File: src/rtl/tmds_decoder.sv
// -----------------------------------------------------------------------------
// tmds_decoder
//   Per-channel 10b->8b TMDS/DVI decoder for the HDMI receive path. Decodes
//   video-data symbols, recognises the four control tokens, tracks running
//   disparity and runs a lock FSM that requests bit slips from the 1:10
//   deserializer until symbol alignment is found.
//
// Ports
//   clk_in         pixel clock
//   rst_in         asynchronous, active-low reset
//   tmds_in[9:0]   deserialized symbol, bit0 = first bit on the wire
//   tmds_valid_in  tmds_in valid this cycle
//   data_out[7:0]  decoded pixel byte
//   control_out    decoded control bits {c1,c0} (blue channel: {vsync,hsync})
//   ve_out         1 = data symbol, 0 = control token
//   valid_out      outputs valid; only asserted while locked
//   err_out        one-cycle pulse on a disparity error
//   locked_out     lock FSM is in LOCKED
//   bitslip_out    one-cycle pulse asking the deserializer to slip one bit
//   err_count_out  saturating disparity-error count
//
// Build option
//   TMDS_DEC_ERR_COUNT_EN  when defined, err_count_out is a 16-bit saturating
//                          error counter cleared only by reset; otherwise it
//                          is tied to zero.
// -----------------------------------------------------------------------------
module tmds_decoder #(
    parameter int LOCK_TOKENS    = 8,
    parameter int SEARCH_TIMEOUT = 2048,
    parameter int DISP_LIMIT     = 16
) (
    input  logic        clk_in,
    input  logic        rst_in,
    input  logic [9:0]  tmds_in,
    input  logic        tmds_valid_in,
    output logic [7:0]  data_out,
    output logic [1:0]  control_out,
    output logic        ve_out,
    output logic        valid_out,
    output logic        err_out,
    output logic        locked_out,
    output logic        bitslip_out,
    output logic [15:0] err_count_out
);
    localparam logic [1:0] ST_SEARCH = 2'd0;
    localparam logic [1:0] ST_SLIP   = 2'd1;
    localparam logic [1:0] ST_WAIT   = 2'd2;
    localparam logic [1:0] ST_LOCKED = 2'd3;

    localparam int TOK_W = $clog2(LOCK_TOKENS + 1);
    localparam int CNT_W = $clog2(SEARCH_TIMEOUT + 1);
    localparam logic [TOK_W-1:0]  TOK_MAX  = TOK_W'(LOCK_TOKENS);
    localparam logic [CNT_W-1:0]  CNT_MAX  = CNT_W'(SEARCH_TIMEOUT);
    localparam logic signed [6:0] DISP_LIM = 7'(DISP_LIMIT);

    // Stage 1 registers
    logic [9:0] sym_reg;
    logic       sym_valid_reg;

    // Stage 2 / FSM registers
    logic [1:0]        state_reg,   state_next;
    logic [1:0]        wait_reg,    wait_next;
    logic [TOK_W-1:0]  tok_run_reg, tok_run_next;
    logic [CNT_W-1:0]  sym_cnt_reg, sym_cnt_next;
    logic signed [5:0] acc_reg,     acc_next;
    logic [7:0]        data_reg,    data_next;
    logic [1:0]        ctrl_reg,    ctrl_next;
    logic              ve_reg,      ve_next;
    logic              valid_reg,   valid_next;
    logic              err_reg,     err_next;
    logic              bitslip_reg, bitslip_next;

    // Symbol decode
    logic [7:0]        d_word;
    logic [7:0]        q_word;
    logic              is_token;
    logic [1:0]        tok_ctrl;
    logic [3:0]        ones;
    logic signed [6:0] sym_disp;
    logic signed [6:0] acc_sum;
    logic              data_err;
    logic [TOK_W-1:0]  tok_run_inc;
    logic [CNT_W-1:0]  sym_cnt_inc;
    logic              run_done;
    logic              timeout;

    assign d_word    = sym_reg[9] ? ~sym_reg[7:0] : sym_reg[7:0];
    assign q_word[0] = d_word[0];

    // bit 8 selects XOR vs XNOR chaining used by the encoder
    generate
        for (genvar gi = 1; gi < 8; gi++) begin : g_dec
            assign q_word[gi] = sym_reg[8] ? (d_word[gi] ^ d_word[gi-1])
                                           : ~(d_word[gi] ^ d_word[gi-1]);
        end
    endgenerate

    always_comb begin
        is_token = 1'b1;
        tok_ctrl = 2'b00;
        case (sym_reg)
            10'b1101010100: tok_ctrl = 2'b00;
            10'b0010101011: tok_ctrl = 2'b01;
            10'b0101010100: tok_ctrl = 2'b10;
            10'b1010101011: tok_ctrl = 2'b11;
            default:        is_token = 1'b0;
        endcase
    end

    always_comb begin
        ones = '0;
        for (int i = 0; i < 10; i++) begin
            ones = ones + {3'b000, sym_reg[i]};
        end
    end

    // ones - zeros = 2*ones - 10; before the add |acc| <= limit, so the sum
    // always fits the 7-bit intermediate
    assign sym_disp = $signed({2'b00, ones, 1'b0}) - 7'sd10;
    assign acc_sum  = $signed({acc_reg[5], acc_reg}) + sym_disp;
    assign data_err = !is_token && ((acc_sum > DISP_LIM) || (acc_sum < -DISP_LIM));

    assign tok_run_inc = (tok_run_reg == TOK_MAX) ? TOK_MAX : tok_run_reg + 1'b1;
    assign sym_cnt_inc = (sym_cnt_reg == CNT_MAX) ? CNT_MAX : sym_cnt_reg + 1'b1;
    assign run_done    = is_token && (tok_run_inc == TOK_MAX);
    assign timeout     = (sym_cnt_inc == CNT_MAX);

    always_comb begin
        state_next   = state_reg;
        wait_next    = wait_reg;
        tok_run_next = tok_run_reg;
        sym_cnt_next = sym_cnt_reg;
        acc_next     = acc_reg;
        data_next    = data_reg;
        ctrl_next    = ctrl_reg;
        ve_next      = ve_reg;
        valid_next   = 1'b0;
        err_next     = 1'b0;
        bitslip_next = 1'b0;
        case (state_reg)
            ST_SLIP: begin
                state_next   = ST_WAIT;
                wait_next    = '0;
                tok_run_next = '0;
                sym_cnt_next = '0;
            end
            ST_WAIT: begin
                // input ignored while the deserializer settles
                if (wait_reg == 2'd3) state_next = ST_SEARCH;
                else                  wait_next  = wait_reg + 2'd1;
            end
            default: begin
                if (sym_valid_reg) begin
                    valid_next = (state_reg == ST_LOCKED);
                    if (is_token) begin
                        ve_next      = 1'b0;
                        ctrl_next    = tok_ctrl;
                        acc_next     = '0;
                        tok_run_next = tok_run_inc;
                    end else begin
                        ve_next      = 1'b1;
                        data_next    = q_word;
                        tok_run_next = '0;
                        if (data_err) begin
                            acc_next = '0;
                            err_next = 1'b1;
                        end else begin
                            acc_next = acc_sum[5:0];
                        end
                    end
                    if (state_reg == ST_SEARCH) begin
                        // lock takes priority over a coincident timeout
                        if (run_done) begin
                            state_next   = ST_LOCKED;
                            sym_cnt_next = '0;
                        end else if (timeout) begin
                            state_next   = ST_SLIP;
                            bitslip_next = 1'b1;
                        end else begin
                            sym_cnt_next = sym_cnt_inc;
                        end
                    end else begin
                        if (data_err || (timeout && !run_done)) begin
                            state_next   = ST_SEARCH;
                            tok_run_next = '0;
                            sym_cnt_next = '0;
                        end else if (run_done) begin
                            sym_cnt_next = '0;
                        end else begin
                            sym_cnt_next = sym_cnt_inc;
                        end
                    end
                end
            end
        endcase
    end

    always_ff @(posedge clk_in or negedge rst_in) begin
        if (!rst_in) begin
            sym_reg       <= '0;
            sym_valid_reg <= 1'b0;
            state_reg     <= ST_SEARCH;
            wait_reg      <= '0;
            tok_run_reg   <= '0;
            sym_cnt_reg   <= '0;
            acc_reg       <= '0;
            data_reg      <= '0;
            ctrl_reg      <= '0;
            ve_reg        <= 1'b0;
            valid_reg     <= 1'b0;
            err_reg       <= 1'b0;
            bitslip_reg   <= 1'b0;
        end else begin
            sym_reg       <= tmds_in;
            sym_valid_reg <= tmds_valid_in;
            state_reg     <= state_next;
            wait_reg      <= wait_next;
            tok_run_reg   <= tok_run_next;
            sym_cnt_reg   <= sym_cnt_next;
            acc_reg       <= acc_next;
            data_reg      <= data_next;
            ctrl_reg      <= ctrl_next;
            ve_reg        <= ve_next;
            valid_reg     <= valid_next;
            err_reg       <= err_next;
            bitslip_reg   <= bitslip_next;
        end
    end

`ifdef TMDS_DEC_ERR_COUNT_EN
    logic [15:0] err_cnt_reg;
    always_ff @(posedge clk_in or negedge rst_in) begin
        if (!rst_in) begin
            err_cnt_reg <= '0;
        end else if (err_next && (err_cnt_reg != 16'hFFFF)) begin
            err_cnt_reg <= err_cnt_reg + 16'd1;
        end
    end
    assign err_count_out = err_cnt_reg;
`else
    assign err_count_out = 16'd0;
`endif

    assign data_out    = data_reg;
    assign control_out = ctrl_reg;
    assign ve_out      = ve_reg;
    assign valid_out   = valid_reg;
    assign err_out     = err_reg;
    assign locked_out  = (state_reg == ST_LOCKED);
    assign bitslip_out = bitslip_reg;

endmodule
File: config.mk
export PLATFORM = sky130hd
export DESIGN_NAME = tmds_decoder
export DESIGN_NICKNAME = d
export VERILOG_FILES = /design/src/rtl/tmds_decoder.sv
export SDC_FILE = /design/constraint.sdc
export NUM_CORES = 1
export LEC_CHECK = 0
export CORE_AREA = 5 5 94 96
export CTS_CLUSTER_SIZE = 25
export DETAILED_ROUTE_END_ITERATION = 8
export DIE_AREA = 0 0 99 101
export PLACE_DENSITY_LB_ADDON = 0.05
export RECOVER_POWER = 25
export SYNTH_ARGS = -nofsm -noshare
export SYNTH_HDL_FRONTEND = slang
export SYNTH_SLANG_ARGS = --single-unit
File: constraint.sdc
create_clock -name clk_in -period 6.5 [get_ports clk_in]
set_clock_uncertainty 0.1 [all_clocks]
set_input_delay 1.3 -clock clk_in [delete_from_list [all_inputs] [get_ports clk_in]]
set_output_delay 1.3 -clock clk_in [all_outputs]
set_load 0.005 [all_outputs]
==> reports/qor.txt, run 1 <==
Status: finished, violations left
Violated checks: max-capacitance violations, max-slew violations
Slew headroom: -0.800
Post-CTS Resized: 0
Multi-input gate area: 1920 sq um
Post-DR vias/cell: 5.19
Top cells by area, synth: dfrtp_1 (36%), ha_1 (7.3%), xnor2_1 (5.1%)
IO Pins: 44
Vias in the first global route: 2439
Final Wtd Congestion: 0.833
Post-layout instance area: 3800 sq um
TritonCTS buffer count: 5
Post-DP HPWL: 5220 microns
Die Ht: 101 microns
FF/Latch Area: 1250 sq um
Initial antenna violation count: 0
Peak VDD IR: 0.124 mV
Endpoint type of the worst setup path: register
Worst path required time: 6.59 ns
Port buffer count: 27
CTS Hold Bufs: 0
Synthesized flop and latch total: 50
Post-route ant nets: 0
DR WL/cell: 14.2 microns
Top cell type's share of synthesized area: 0.364
Mapped cell area: 3440 sq um
R2r startpoint: sym_reg[5]
Main synth FF type: dfrtp_1
Max-cap violation count: 1
CTS max path bufs: 2
Pin count of the biggest net entering global routing: 51
Core area: 7970 sq um
Avg Synthesized Cell Area: 9.42 sq um
Clk_lat worst skew: 0.31 ns
Critical path peak fanout: 5
Leakage power: 1.70 nW
Final Hold Vio Count: 0
DRT iter0 DRCs: 81
Max reg flops: 12
Type of the most critical hold path: reg2reg
First-pass GRT wire length: 11900 microns
H-tree depth: 2
Synth cell types: 57
Hold Crit Start: data_out[4]
Crit path launch type: register
Initial core utilization: 0.431
Clk pin slew, worst setup/hold paths: 0.10 ns
Number of synthesized flops with an enable pin: 0
# setup viols final: 0
Post-synthesis sequential area ratio: 0.364
Die X: 99 microns
Mapped Cells: 365
Critical path startpoint: sym_reg[5]
Layout area overhead: 10.6%
Post-synth top area cell: dfrtp_1
Cell Pwr Density: 317 nW/um^2
Final Cycle Share: 0.836
Total Neg Setup Slack: 0 ns
Max Slew Vio Count: 51
Total congestion overflow: 0
Max Clock Freq: 184 MHz
Die ar.: 10000 sq um
YS warnings: 0
Ys async rst share: 1.00
Slew @ Worst Pin: 2.70 ns
Total GRT Usage: 0.146
Via Count: 2548
RSZ-0062 raised after global routing: false
Post-Route WL: 6980 microns
Setup CP Type: reg2reg
# clock sinks: 50
DRC viols: 0
Layout cell share with drive strength beyond 1: 0.0518
ANT cells: 0
Number of post-CTS setup repair buffers: 0
Crit path DAT: 5.52 ns
Dpl cell area: 3680 sq um
CTS tree: built
CTS root buffer: clkbuf_8
DP Cell Count: 483
Initial DRT Pass Iterations: 4
Non-Filler Instances: 491
Row Count: 33
Nets@finish: 425
# fillers: 776
Crit path time final: 5.43 ns
-- cells in the mapped netlist, drive strengths merged (2+ instances only) --
master,number
a211o,6
a211oi,2
a21o,5
a21oi,11
a221o,2
a22o,7
a311o,2
a31oi,2
and2,2
and3,3
buf,27
clkbuf,3
dfrtp,50
fa,7
ha,20
inv,29
mux2,4
nand2,36
nand2b,10
nand3,3
nand4,10
nor2,23
nor2b,4
nor3,8
nor3b,2
nor4bb,2
o211ai,2
o21ai,27
o21bai,4
o31ai,3
o32ai,2
or3,3
xnor2,20
xor2,6
-- routing by layer --
layer	routed length, microns	part of all wire	vias to the layer above	GRT usage
li1	-	-	1275	-
met1	3490	0.50	1214	0.209
met2	3140	0.45	54	0.233
met3	293	0.042	5	0.0249
met4	58	0.0083	0	0.0294
met5	0	0	-	0
-- power by group --
group	leakage, nW	switching, W	internal [W]
registers	0.641	0.0000517	0.000348
logic	0.995	0.000308	0.000260
clock network	0.0618	0.000109	0.000127
-- cell families (layout without fill, tap and decap cells) --
kind of cell | Yosys count | in the layout | share of synthesized area
other | 1 | 16 | 0.00109
buffers and inverters | 59 | 65 | 0.0942
XOR/XNOR | 26 | 26 | 0.0662
AO/OA/AOI/OAI | 85 | 85 | 0.177
flip-flops | 50 | 50 | 0.364
adder cells (fa/ha/maj) | 27 | 27 | 0.114
multiplexers | 5 | 5 | 0.0160
AND/OR/NAND/NOR | 112 | 112 | 0.168
-- through the flow --
stage | total power, W | util | setup WS [ns] | hold slack (ns)
3_3_place_gp | 0.000972 | 0.462 | 1.16 | 0.363
4_1_cts | 0.00122 | 0.477 | 1.06 | 0.395
6_report | 0.00120 | 0.477 | 1.07 | 0.387
3_5_place_dp | 0.000971 | 0.462 | 1.09 | 0.371
2_1_floorplan | 0.000856 | - | 1.44 | 0.371
5_1_grt | 0.00131 | 0.477 | 0.775 | 0.419
-- worst max-delay path, cell delays in order, from the launching register on --
cell	delay (ns)
dfrtp_1	0.47
fa_1	0.56
inv_1	0.05
fa_1	0.45
fa_1	0.49
inv_1	0.04
ha_1	0.18
inv_1	0.07
fa_1	0.46
ha_1	0.35
fa_1	0.43
nand2b_1	0.17
a21oi_1	0.15
xor2_1	0.37
mux2i_1	0.30
o21ai_0	0.13
a21oi_1	0.20
mux2_2	0.35
-- cells in the final DEF (no fill, tap or decap), types with 3 or more instances in the layout --
| cell | count |
|---|---|
| xnor2_1 | 20 |
| fa_1 | 7 |
| mux2_2 | 4 |
| ha_1 | 20 |
| nor3_1 | 8 |
| a21oi_1 | 11 |
| nand2b_1 | 10 |
| inv_1 | 29 |
| xor2_1 | 6 |
| clkbuf_8 | 6 |
| nand2_1 | 36 |
| clkdlybuf4s50_1 | 15 |
| dlygate4sd3_1 | 11 |
| o21bai_1 | 4 |
| or3_1 | 3 |
| nand4_1 | 10 |
| nor2b_1 | 4 |
| and3_1 | 3 |
| o31ai_1 | 3 |
| nor2_1 | 23 |
| conb_1 | 16 |
| o21ai_0 | 27 |
| dfrtp_1 | 50 |
| a21o_1 | 5 |
| a22o_1 | 7 |
| a211o_1 | 6 |
-- cell type report --
type / count / area share
Multi-Input combinational cell: 271 / 0.505
Sequential cell: 50 / 0.329
Timing Repair Buffer: 28 / 0.0708
Tap cell: 105 / 0.0346
Inverter: 29 / 0.0286
Clock buffer: 6 / 0.0217
Clock inverter: 2 / 0.0102
-- path summary, 6_finish.rpt --
path	endpoint	slack, ns	cells after the start
setup / recovery	state_reg[1]	1.07	17
hold / removal	data_out[4]	0.39	2
setup reg to reg	state_reg[1]	1.07	17
hold reg to reg	data_out[4]	0.39	2
max in group asynchronous	sym_cnt_reg[9]	2.93	2
min in group asynchronous	data_out[1]	1.83	2
Note: power is estimated with default switching activity, not from simulation.
==> run 2: changes to the inputs <==
- clock period: 6.5 -> 5.4 ns (I/O delays scaled with it)
==> run 2 against run 1 <==
Against the previous run:
- the run still ends with max-capacitance violations, max-slew violations left
- maximum frequency increased by 4.5%
- global-route usage down 0.11 points
- cell count is 0.81% higher
- wire length is 2.3% higher
- non-clock buffer count rose by 5
- total power rose by 27%
- first-iteration DRC count is 9.9% higher
- die area did not move
- sequential share of layout area is 0.68 points lower
- count of clock-buffer cells in the layout unchanged
- via count increased by 0.55%
- sequential power is 20% higher
==> reports/qor.txt, run 2 (synthesis gave the netlist of run 1 again) <==
DRT iter0 DRCs: 89
Post-route ant nets: 0
Clk pin slew, worst setup/hold paths: 0.09 ns
Layout cell share with drive strength beyond 1: 0.0897
Slew headroom: -0.781
# fillers: 755
CP endpoint: state_reg[1]
Final Wtd Congestion: 0.789
Post-DR vias/cell: 5.18
Final Cycle Share: 0.963
IO Pins: 44
CP max stage delay: 0.57 ns
Row Count: 33
Vias in the first global route: 2420
Crit path launch type: register
Slew @ Worst Pin: 2.67 ns
CTS Hold Bufs: 0
Crit path time final: 5.20 ns
Max Slew Vio Count: 51
TritonCTS buffer count: 5
Post-Route WL: 7140 microns
Die X: 99 microns
Clk_lat worst skew: 0.30 ns
ANT cells: 0
# setup viols final: 0
CTS max path bufs: 2
Most common cell after layout, fill and taps aside: dfrtp_1
Layout area overhead: 13.0%
Register-to-Register Path Depth: 18
DR WL/cell: 14.4 microns
Nets@finish: 430
Initial DRT Pass Iterations: 4
Max-cap violation count: 1
Peak VDD IR: 0.172 mV
Critical-path cell list: inv_1 > fa_1 > fa_1 > fa_1 > inv_1 > ha_1 > inv_1 > fa_2 > ha_4 > fa_1 > nand2b_1 > a21oi_1 > xor2_1 > buf_4 > mux2i_2 > o21ai_0 > a21oi_1 > mux2_2
CTS tree: built
Reg-to-reg setup timing slack: 0.20 ns
Status: finished, violations left
Slowest CP cell: fa_1
Leakage power: 1.72 nW
Port buffer count: 27
First-pass GRT wire length: 11800 microns
Pin count of the biggest net entering global routing: 51
Initial core utilization: 0.431
Total GRT Usage: 0.145
Worst path required time: 5.49 ns
Post-place setup slack: 0.161 ns
Total Neg Setup Slack: 0 ns
Violated checks: max-capacitance violations, max-slew violations
Crit path DAT: 5.29 ns
CTS root buffer: clkbuf_8
Cell Pwr Density: 395 nW/um^2
Critical path startpoint: sym_reg[0]
H-tree depth: 2
Core area: 7970 sq um
Post-layout instance area: 3880 sq um
Max reg flops: 12
Dpl cell area: 3730 sq um
Commonest cells after routing, fill and taps aside: dfrtp_1 (49), nand2_1 (36), inv_1 (27)
Endpoint type of the worst setup path: register
Via Count: 2562
# clock sinks: 50
Initial antenna violation count: 0
Worst r2r dst: state_reg[1]
Minimum setup slack in the final design: 0.198 ns
Setup CP Type: reg2reg
Max Clock Freq: 192 MHz
Cell mode on critical path: fa_1
Final Hold Vio Count: 0
Type of the most critical hold path: reg2reg
R2r startpoint: sym_reg[0]
Total congestion overflow: 0
DRC viols: 0
Post-DP HPWL: 5260 microns
Critical path peak fanout: 5
Die ar.: 10000 sq um
Die Ht: 101 microns
-- run 2: changes by cell type in the layout (fill, tap and decap cells not counted), moves of 2 or more --
cell,change
inv_1,-2
buf_4,+4
inv_2,+2
ha_1,-2
-- run 2: power by group --
part	internal, W	leakage [nW]	switching (W)
registers	0.000420	0.640	0.0000622
clock network	0.000148	0.0573	0.000123
logic	0.000369	1.03	0.000412
-- run 2: how the worst min path moves through the flow --
stage,start,to,slack (ns),depth (start not counted)
2_1_floorplan,ve_out,ve_out,0.37,2
3_3_place_gp,ve_out,ve_out,0.36,2
3_5_place_dp,ve_out,ve_out,0.37,2
4_1_cts,ve_out,ve_out,0.39,2
5_1_grt,ve_out,ve_out,0.41,2
6_report,data_out[4],data_out[4],0.38,2
-- run 2: through the flow --
step	cells	total power, W	utilization	hold slack (ns)
6_report	495	0.00153	0.488	0.383
5_1_grt	495	0.00166	0.488	0.408
4_1_cts	494	0.00148	0.482	0.393
3_5_place_dp	487	0.00120	0.468	0.370
3_3_place_gp	487	0.00119	0.468	0.364
2_1_floorplan	380	0.00103	-	0.371
-- run 2: critical path: cells and delay by family, from the launching register on --
kind	cells	cell delay [ns]
DFF	1	0.38
xor gates and xnor gates	1	0.17
adders and majority gates	7	2.84
and+or+nand+nor	1	0.16
muxes	2	0.59
buffers and inverters	4	0.36
AOI/OAI and AO/OA	3	0.49
-- run 2: metal layers --
layer / track usage / share of wire / up-vias
met5: 0 / 0 / -
met4: 0.0315 / 0.0088 / 0
met3: 0.0256 / 0.044 / 6
met2: 0.224 / 0.45 / 46
met1: 0.213 / 0.50 / 1227
li1: - / - / 1283
-- run 2: cell type report --
class | count | area [sq um] | share of cell area
clock buffer | 6 | 82.6 | 0.0213
clock inverter | 1 | 30.0 | 0.00773
inverter | 29 | 109 | 0.0280
timing repair buffer | 33 | 319 | 0.0821
sequential | 50 | 1250 | 0.322
multi-input combinational | 271 | 1960 | 0.505
tap | 105 | 131 | 0.0338
-- run 2: what timing repair did --
item                                    CTS  global route
resized for setup                         0            12
endpoints found under the setup margin    0            10
buffers inserted                          0             1
==> run 3: changes to the inputs <==
- CAP_MARGIN: unset -> 30
- CELL_PAD_IN_SITES_DETAIL_PLACEMENT: unset -> 1
- CELL_PAD_IN_SITES_GLOBAL_PLACEMENT: unset -> 1
- CORE_AREA: 5 5 94 96 -> 5 5 96 98
- DIE_AREA: 0 0 99 101 -> 0 0 101 103
==> run 3 against run 2 <==
Against the previous run:
- the run still ends with max-capacitance violations, max-slew violations left
- first-iteration DRC count fell by 43%
- design area fell by 0.26%
- die area is 4.0% higher
- global-route usage increased by 1.1 points
- sequential power is essentially flat
- combinational power is 4.4% higher
- maximum frequency is 0.48% higher
- register-to-register slack gained 0.03 ns
- total power down 0.50%
- setup slack better by 0.025 ns
- clock power decreased by 15%
- utilization fell by 2.5 points
- largest cell class unchanged
==> reports/qor.txt, run 3 (synthesis gave the netlist of run 1 again) <==
Via Count: 2619
Uppermost layer routed: met4
Power consumption: 0.00153 W
Initial DRT Pass Iterations: 4
Total congestion overflow: 0
Post-route ant nets: 0
Port buffer count: 27
Met2 WL: 3970 microns
Dpl cell area: 3730 sq um
Cell Pwr Density: 394 nW/um^2
Met3 WL post-DR: 149 microns
Most common cell after layout, fill and taps aside: dfrtp_1
IO Pins: 44
# clock sinks: 50
Slowest CP cell: fa_1
Pin count of the biggest net entering global routing: 51
Initial core utilization: 0.410
Core area: 8380 sq um
Commonest cells after routing, fill and taps aside: dfrtp_1 (50), nand2_1 (36), inv_1 (27)
Row Count: 34
Hold Crit Start: data_out[0]
Max Clock Freq: 193 MHz
DR WL/cell: 15.2 microns
Post-Route WL: 7640 microns
Status: finished, violations left
Post-DP HPWL: 5930 microns
Critical path peak fanout: 12
Setup CP Type: reg2reg
H-tree depth: 2
Layout area overhead: 12.7%
Nets@finish: 432
Non-Filler Instances: 501
Die Ht: 103 microns
Crit path DAT: 5.27 ns
Final Wtd Congestion: 0.766
DRT iter0 DRCs: 51
Max Slew Vio Count: 51
DP Cell Count: 490
Leakage power: 1.72 nW
CTS root buffer: clkbuf_8
Die ar.: 10400 sq um
Critical-path cell list: inv_1 > fa_1 > fa_1 > fa_1 > inv_1 > ha_1 > inv_1 > fa_2 > ha_4 > xnor2_1 > ha_1 > or2_2 > a21o_1 > a311o_1 > o221ai_2 > buf_12 > nor3_1 > a211o_1
Post-layout instance area: 3870 sq um
TritonCTS buffer count: 5
R2r startpoint: sym_reg[0]
CTS Hold Bufs: 0
Final Hold Vio Count: 0
Slew @ Worst Pin: 2.73 ns
WP buf/inv: 4
First-pass GRT wire length: 13100 microns
Total GRT Usage: 0.156
# setup viols final: 0
Met1 wire length: 3480 microns
Layout cell share with drive strength beyond 1: 0.0891
Vias in the first global route: 2706
Crit path launch type: register
Clk_lat worst skew: 0.30 ns
Peak VDD IR: 0.172 mV
Die X: 101 microns
Crit path time final: 5.18 ns
Initial antenna violation count: 0
CTS max path bufs: 2
Endpoint type of the worst setup path: register
Family with the most delay on the worst path: adder cells
CTS tree: built
Worst path required time: 5.49 ns
DRC viols: 0
Clk pin slew, worst setup/hold paths: 0.10 ns
Final Cycle Share: 0.959
CP max stage delay: 0.56 ns
Slew headroom: -0.823
Critical path startpoint: sym_reg[0]
ANT cells: 0
Max reg flops: 12
Post-DR vias/cell: 5.23
Type of the most critical hold path: reg2reg
Violated checks: max-capacitance violations, max-slew violations
Max-cap violation count: 1
[run 3: where the power goes]
group	internal [W]	leakage, nW	switching (W)
sequential	0.000420	0.641	0.0000599
combinational	0.000388	1.04	0.000428
clock	0.0000939	0.0447	0.000138
total	0.000901	1.72	0.000626
[run 3: final cells by class]
cell class                 count  area, sq um
inverter                      29          109
tap                          108          135
fill                         964         4510
timing repair buffer          35          334
multi-input combinational    271         1950
clock buffer                   5         68.8
clock inverter                 3         25.0
sequential                    50         1250
[run 3: layer usage]
layer  vias up  global-route usage
met3         2              0.0223
met4         0              0.0276
met2        20               0.280
met5         -                   0
met1      1305               0.202
li1       1292                   -
[run 3: worst reg2reg max path, cell delays in order, from the launching register on]
cell      delay (ns)
dfrtp_1         0.39
inv_1           0.09
fa_1            0.56
fa_1            0.44
fa_1            0.49
inv_1           0.04
ha_1            0.18
inv_1           0.07
fa_2            0.47
ha_4            0.19
xnor2_1         0.18
ha_1            0.31
or2_2           0.31
a21o_1          0.22
a311o_1         0.33
o221ai_2        0.21
buf_12          0.16
nor3_1          0.05
a211o_1         0.27
[run 3: per-stage QoR]
| step | TNS [ns] | hold slack (ns) | worst slack, ns | util |
|---|---|---|---|---|
| global route | -0.0118 | 0.419 | -0.0118 | 0.462 |
| global placement | 0 | 0.361 | 0.203 | 0.445 |
| finish | 0 | 0.386 | 0.223 | 0.462 |
| CTS | 0 | 0.395 | 0.123 | 0.456 |
| floorplan | 0 | 0.371 | 0.336 | - |
| detailed placement | 0 | 0.369 | 0.168 | 0.445 |
[run 3: final timing paths]
path                                   endpoint  slack [ns]  cells past startpoint
worst max-delay path            sym_cnt_reg[10]        0.22                     18
worst min-delay path                data_out[0]        0.39                      2
worst max register to register  sym_cnt_reg[10]        0.22                     18
worst min register to register      data_out[0]        0.39                      2
max in group asynchronous            sym_reg[9]        2.03                      2
min in group asynchronous           wait_reg[1]        1.64                      2
[run 3: repair_timing]
item | in CTS | in global routing
resized for setup | 0 | 9
buffers inserted | 0 | 3
endpoints found under the setup margin | 0 | 13
